==> src/rtl/axum_uart_pkg.sv <==
// Shared types and constants for the axum UART receive and transmit stages.
package axum_uart_pkg;

    typedef enum logic [1:0] {
        RX_IDLE,
        RX_START,
        RX_DATA,
        RX_STOP
    } uart_rx_state_e;

    localparam int OVERSAMPLE = 16;
    localparam int MID_START  = 7;

endpackage

==> src/rtl/axum_uart_baud_gen.sv <==
// Oversample tick generator: one tick every dvsr_i+1 clocks while enabled.
module axum_uart_baud_gen #(
    parameter int DVSR_W = 32
) (
    input  logic              clk_i,
    input  logic              rst_i,
    input  logic              en_i,
    input  logic [DVSR_W-1:0] dvsr_i,
    output logic              tick_o
);

    logic [DVSR_W-1:0] cnt_q;
    logic [DVSR_W-1:0] cnt_d;
    logic              wrap;

    // >= rather than == so a divisor lowered mid-count never wraps through 2^DVSR_W
    assign wrap   = (cnt_q >= dvsr_i);
    assign tick_o = en_i & wrap;

    always_comb begin
        cnt_d = cnt_q + DVSR_W'(1);
        if (!en_i || wrap) begin
            cnt_d = '0;
        end
    end

    always_ff @(posedge clk_i) begin
        if (rst_i) begin
            cnt_q <= '0;
        end else begin
            cnt_q <= cnt_d;
        end
    end

endmodule

==> src/rtl/axum_uart_rx.sv <==
// 8N1 serial receiver: synchronises rx_i, oversamples at 16x and pushes
// completed bytes to the RX FIFO, flagging framing and overrun errors.
module axum_uart_rx
    import axum_uart_pkg::*;
#(
    parameter int DBIT    = 8,
    parameter int SB_TICK = 16,
    parameter int DVSR_W  = 32
) (
    input  logic              clk_i,
    input  logic              rst_i,
    input  logic              rx_i,
    input  logic              en_i,
    input  logic [DVSR_W-1:0] dvsr_i,
    input  logic              rx_full_i,
    input  logic              err_clr_i,
    output logic [DBIT-1:0]   rx_data_o,
    output logic              rx_valid_o,
    output logic              frame_err_o,
    output logic              overrun_err_o,
    output logic              busy_o
);

    localparam int S_W = (SB_TICK > OVERSAMPLE) ? $clog2(SB_TICK) : $clog2(OVERSAMPLE);
    localparam int N_W = (DBIT > 1) ? $clog2(DBIT) : 1;

    logic rx_meta_q;
    logic rx_sync_q;
    logic rx_prev_q;
    logic start_edge;
    logic tick;

    uart_rx_state_e  state_q;
    logic [S_W-1:0]  s_q;
    logic [N_W-1:0]  n_q;
    logic [DBIT-1:0] b_q;
    logic [DBIT-1:0] rx_data_q;
    logic            rx_valid_q;
    logic            frame_err_q;
    logic            overrun_err_q;

    axum_uart_baud_gen #(
        .DVSR_W (DVSR_W)
    ) u_baud (
        .clk_i  (clk_i),
        .rst_i  (rst_i),
        .en_i   (en_i),
        .dvsr_i (dvsr_i),
        .tick_o (tick)
    );

    // Two-flop synchroniser plus one history flop; flops idle high like the line
    always_ff @(posedge clk_i) begin
        if (rst_i) begin
            rx_meta_q <= 1'b1;
            rx_sync_q <= 1'b1;
            rx_prev_q <= 1'b1;
        end else begin
            rx_meta_q <= rx_i;
            rx_sync_q <= rx_meta_q;
            rx_prev_q <= rx_sync_q;
        end
    end

    assign start_edge = rx_prev_q & ~rx_sync_q;

    always_ff @(posedge clk_i) begin
        if (rst_i) begin
            state_q       <= RX_IDLE;
            s_q           <= '0;
            n_q           <= '0;
            b_q           <= '0;
            rx_data_q     <= '0;
            rx_valid_q    <= 1'b0;
            frame_err_q   <= 1'b0;
            overrun_err_q <= 1'b0;
        end else begin
            rx_valid_q <= 1'b0;
            // Clear is applied first so a set later in this block wins
            if (err_clr_i) begin
                frame_err_q   <= 1'b0;
                overrun_err_q <= 1'b0;
            end
            if (!en_i) begin
                state_q <= RX_IDLE;
                s_q     <= '0;
                n_q     <= '0;
            end else begin
                case (state_q)
                    RX_IDLE: begin
                        if (start_edge) begin
                            state_q <= RX_START;
                            s_q     <= '0;
                        end
                    end
                    RX_START: begin
                        if (tick) begin
                            if (s_q == S_W'(MID_START)) begin
                                s_q <= '0;
                                n_q <= '0;
                                // A start bit gone high by mid-bit is line noise
                                state_q <= rx_sync_q ? RX_IDLE : RX_DATA;
                            end else begin
                                s_q <= s_q + S_W'(1);
                            end
                        end
                    end
                    RX_DATA: begin
                        if (tick) begin
                            if (s_q == S_W'(OVERSAMPLE - 1)) begin
                                s_q <= '0;
                                b_q <= {rx_sync_q, b_q[DBIT-1:1]};
                                if (n_q == N_W'(DBIT - 1)) begin
                                    state_q <= RX_STOP;
                                end else begin
                                    n_q <= n_q + N_W'(1);
                                end
                            end else begin
                                s_q <= s_q + S_W'(1);
                            end
                        end
                    end
                    RX_STOP: begin
                        if (tick) begin
                            if (s_q == S_W'(SB_TICK - 1)) begin
                                state_q <= RX_IDLE;
                                s_q     <= '0;
                                if (!rx_sync_q) begin
                                    frame_err_q <= 1'b1;
                                end else if (rx_full_i) begin
                                    overrun_err_q <= 1'b1;
                                end else begin
                                    rx_data_q  <= b_q;
                                    rx_valid_q <= 1'b1;
                                end
                            end else begin
                                s_q <= s_q + S_W'(1);
                            end
                        end
                    end
                    default: begin
                        state_q <= RX_IDLE;
                    end
                endcase
            end
        end
    end

    assign rx_data_o     = rx_data_q;
    assign rx_valid_o    = rx_valid_q;
    assign frame_err_o   = frame_err_q;
    assign overrun_err_o = overrun_err_q;
    assign busy_o        = (state_q != RX_IDLE);

endmodule

==> config.mk <==
export PLATFORM = sky130hd
export DESIGN_NAME = axum_uart_rx
export DESIGN_NICKNAME = d
export VERILOG_FILES = /design/src/rtl/axum_uart_pkg.sv /design/src/rtl/axum_uart_baud_gen.sv /design/src/rtl/axum_uart_rx.sv
export SDC_FILE = /design/constraint.sdc
export NUM_CORES = 1
export LEC_CHECK = 0
export CAP_MARGIN = 10
export CORE_MARGIN = 1
export CORE_UTILIZATION = 55
export DETAILED_ROUTE_END_ITERATION = 12
export PLACE_DENSITY = 0.87
export SETUP_SLACK_MARGIN = 0.02
export SYNTH_ARGS = -nofsm -noshare
export SYNTH_HDL_FRONTEND = slang
export SYNTH_SLANG_ARGS = --single-unit
export TNS_END_PERCENT = 50
==> constraint.sdc <==
create_clock -name clk_i -period 3.24 [get_ports clk_i]
set_clock_uncertainty 0.1 [all_clocks]
set_input_delay 0.648 -clock clk_i [delete_from_list [all_inputs] [get_ports clk_i]]
set_output_delay 0.648 -clock clk_i [all_outputs]
set_load 0.01 [all_outputs]
==> results_dict.tcl <==
set metrics [dict create \
    wl_per_cell_um 14.5 \
    synth-compound-area-share_pct 15.1 \
    finalMaxSlewViolations 0 \
    critical_path.startpoint_type "primary input" \
    worstPathMaxFanout 2 \
    post_cts_resized 0 \
    required_ps 3380 \
    drt-initial-drc-count 143 \
    synth_edf_count 0 \
    port_buffers 49 \
    diodes 0 \
    ir_drop_uv 263 \
    grt_pass1_wl_mm 14.8 \
    gp_congestion 0.827 \
    cap_violations 0 \
    cts_buffer_depth 2 \
    nets 581 \
    synthMuxAreaShare_pct 2.48 \
    power_density_nw_per_um2 360 \
    yosysMostFrequentCell "dfxtp_1" \
    grt-ovfl-total 0 \
    cts_hold_buffers 0 \
    syn_area_per_cell_sq_um 8.63 \
    ys_ff_latch 63 \
    synth_common_cells "dfxtp_1 (63), nor2_1 (43), inv_1 (40)" \
    hold_path.class "register to register" \
    chipWidth_um 83.8 \
    yosysTopAreaCell "dfxtp_1" \
    leakage_nw 1.88 \
    synthTopCellsByArea "dfxtp_1 (34%), ha_1 (12%), nor2_1 (4.4%), inv_1 (4.1%), xor2_1 (3.8%)" \
    critPathCaptureType "register" \
    syn-num-nets 501 \
    fin_setup_tns_ps 0 \
    dieArea_sq_um 7030 \
    first_pass_iters 9 \
    finalHoldViolations 0 \
    post_cts_buffers 0 \
    vias 3415 \
    layout-drive-gt1-share_pct 10.9 \
    synth-simple-area-share_pct 23.9 \
    dpl.hpwl_mm 6.38 \
    seq_area_frac_synth_pct 34.2 \
    grtUsageMet1_pct 29.6 \
    gr-usage-met2_pct 47.4 \
    clk_pin_slew_ps 80 \
    grt_setup_unrepaired "false" \
    status "finished, violations left" \
    die_h_um 83.8 \
    grt_max_degree 33 \
    drc_errors 4 \
    grt_pass1_vias 3360 \
    postRouteAntennaNets 0 \
    final_core_util_pct 73.3 \
    synth_top_family_by_area "simple AND/OR/NAND/NOR gates" \
    regArea_sq_um 1260 \
    synth-xor-area-share_pct 7.13 \
    relSlewSlack_pct 54.0 \
    antenna_found_initial 0 \
    start_util_pct 57.4 \
    htreeDepth 3 \
    yosysWarnings 0 \
    netlist_instances 427 \
    viasPerCell 5.80 \
    busiest_layer "met2" \
    final-setup-viol-count 0 \
    holdWs_ps 329 \
    synthAdderAreaFrac_pct 12.2 \
    grtUsageMet3_pct 6.13 \
    syn_to_final_growth_pct 27.8 \
    cts_tree "yes" \
    max_freq_mhz 324 \
    cts_buffers 9 \
    critPathKind "primary input to register" \
    synth-main-ff-cell "dfxtp_1" \
    worst_pin_slew_ps 684 \
    multi_input_area_sq_um 2240 \
    rows 29 \
    drt_wl_total_mm 8.56 \
    ios 50 \
    fill_cells 467 \
    coreArea_sq_um 6420 \
    cts.sinks 63 \
    fin_crit_sh_pct 95.3 \
    violations "design-rule violations" \
    synthArstFlopShare_pct 0 \
    period_minus_slack_ps 3090 \
    clk_latency_ps 350 \
    track_usage_pct 26.0 \
    ctsRootBufferMaster "clkbuf_8" \
    arrival_ps 3230 \
    synth_top_area_share_pct 34.2 \
    synth_cell_type_count 52 \
    syn_area_sq_um 3680 \
]
report_power, final:
part | internal [mW] | switching [mW]
combinational | 0.0748 | 0.0543
sequential | 0.777 | 0.00342
clock | 0.442 | 0.345
total | 1.29 | 0.403
worst max-delay path, cell delays in order:
cell and delay (ps):
clkdlybuf4s50_1 450, inv_1 40, ha_1 290, and4_1 240
nand4_1 220, or4_1 620, a311oi_2 290, o21ai_1 110
mux2_1 310
final timing paths:
check	from	endpoint	slack (ps)	cells after the start
hold / removal	rx_meta_q	rx_sync_q	330	1
setup reg to reg	u_baud.cnt_q[0]	s_q[1]	470	10
setup / recovery	dvsr_i[13]	s_q[2]	150	9
hold reg to reg	rx_meta_q	rx_sync_q	330	1
layout by cell type, fill, tap and decap left out, drive strengths merged, types with 17 or more instances in the layout:
cell type      count
dfxtp             63
clkdlybuf4s50     49
nor2              43
inv               43
ha                36
buf               28
a21oi             27
nand3             24
o21ai             21
nand2b            19
nand2             17
logic make-up (layout without fill, tap and decap cells):
| logic type | count (synthesis) | after routing |
|---|---|---|
| AND/OR/NAND/NOR | 162 | 162 |
| AO/OA/AOI/OAI | 79 | 79 |
| flip-flops | 63 | 63 |
| buffers and inverters | 48 | 133 |
| adder cells (fa/ha/maj) | 36 | 36 |
| XOR/XNOR | 30 | 30 |
| multiplexers | 9 | 9 |
layout make-up:
cell class | count | share of cell area, %
Timing Repair Buffer | 77 | 15.5
Clock inverter | 7 | 2.18
Clock buffer | 9 | 2.63
Tap cell | 77 | 2.05
Sequential cell | 63 | 26.8
Inverter | 40 | 3.19
Multi-Input combinational cell | 316 | 47.6
through the flow:
| step | power [mW] | cells | cell area (sq um) | worst slack, ps |
|---|---|---|---|---|
| 2_1_floorplan | 0.850 | 427 | 3680 | 299 |
| 6_report | 1.70 | 589 | 4710 | 153 |
| 3_5_place_dp | 0.925 | 573 | 4480 | -204 |
| 5_1_grt | 1.75 | 589 | 4710 | 27.5 |
| 4_1_cts | 1.70 | 589 | 4700 | 128 |
| 3_3_place_gp | 0.921 | 573 | 4480 | -95.8 |
per-layer routing:
metal  part of all wire (%)  vias to the layer above  routed length, um
met3                    4.3                       17                372
met4                    1.7                        0                146
met5                      0                        -                  0
met2                     52                       97               4470
met1                     42                     1615               3580
li1                       -                     1686                  -
registers in the layout (all words and copies together), names as in the netlist, named ones only:
register	flops
b_q	8
frame_err_o	1
rx_sync_q	1
u_baud.cnt_q	32
state_q	1
rx_valid_o	1
s_q	4
rx_prev_q	1
overrun_err_o	1
n_q	3
rx_data_o	8
rx_meta_q	1
Power figures use the tool's default switching activity.
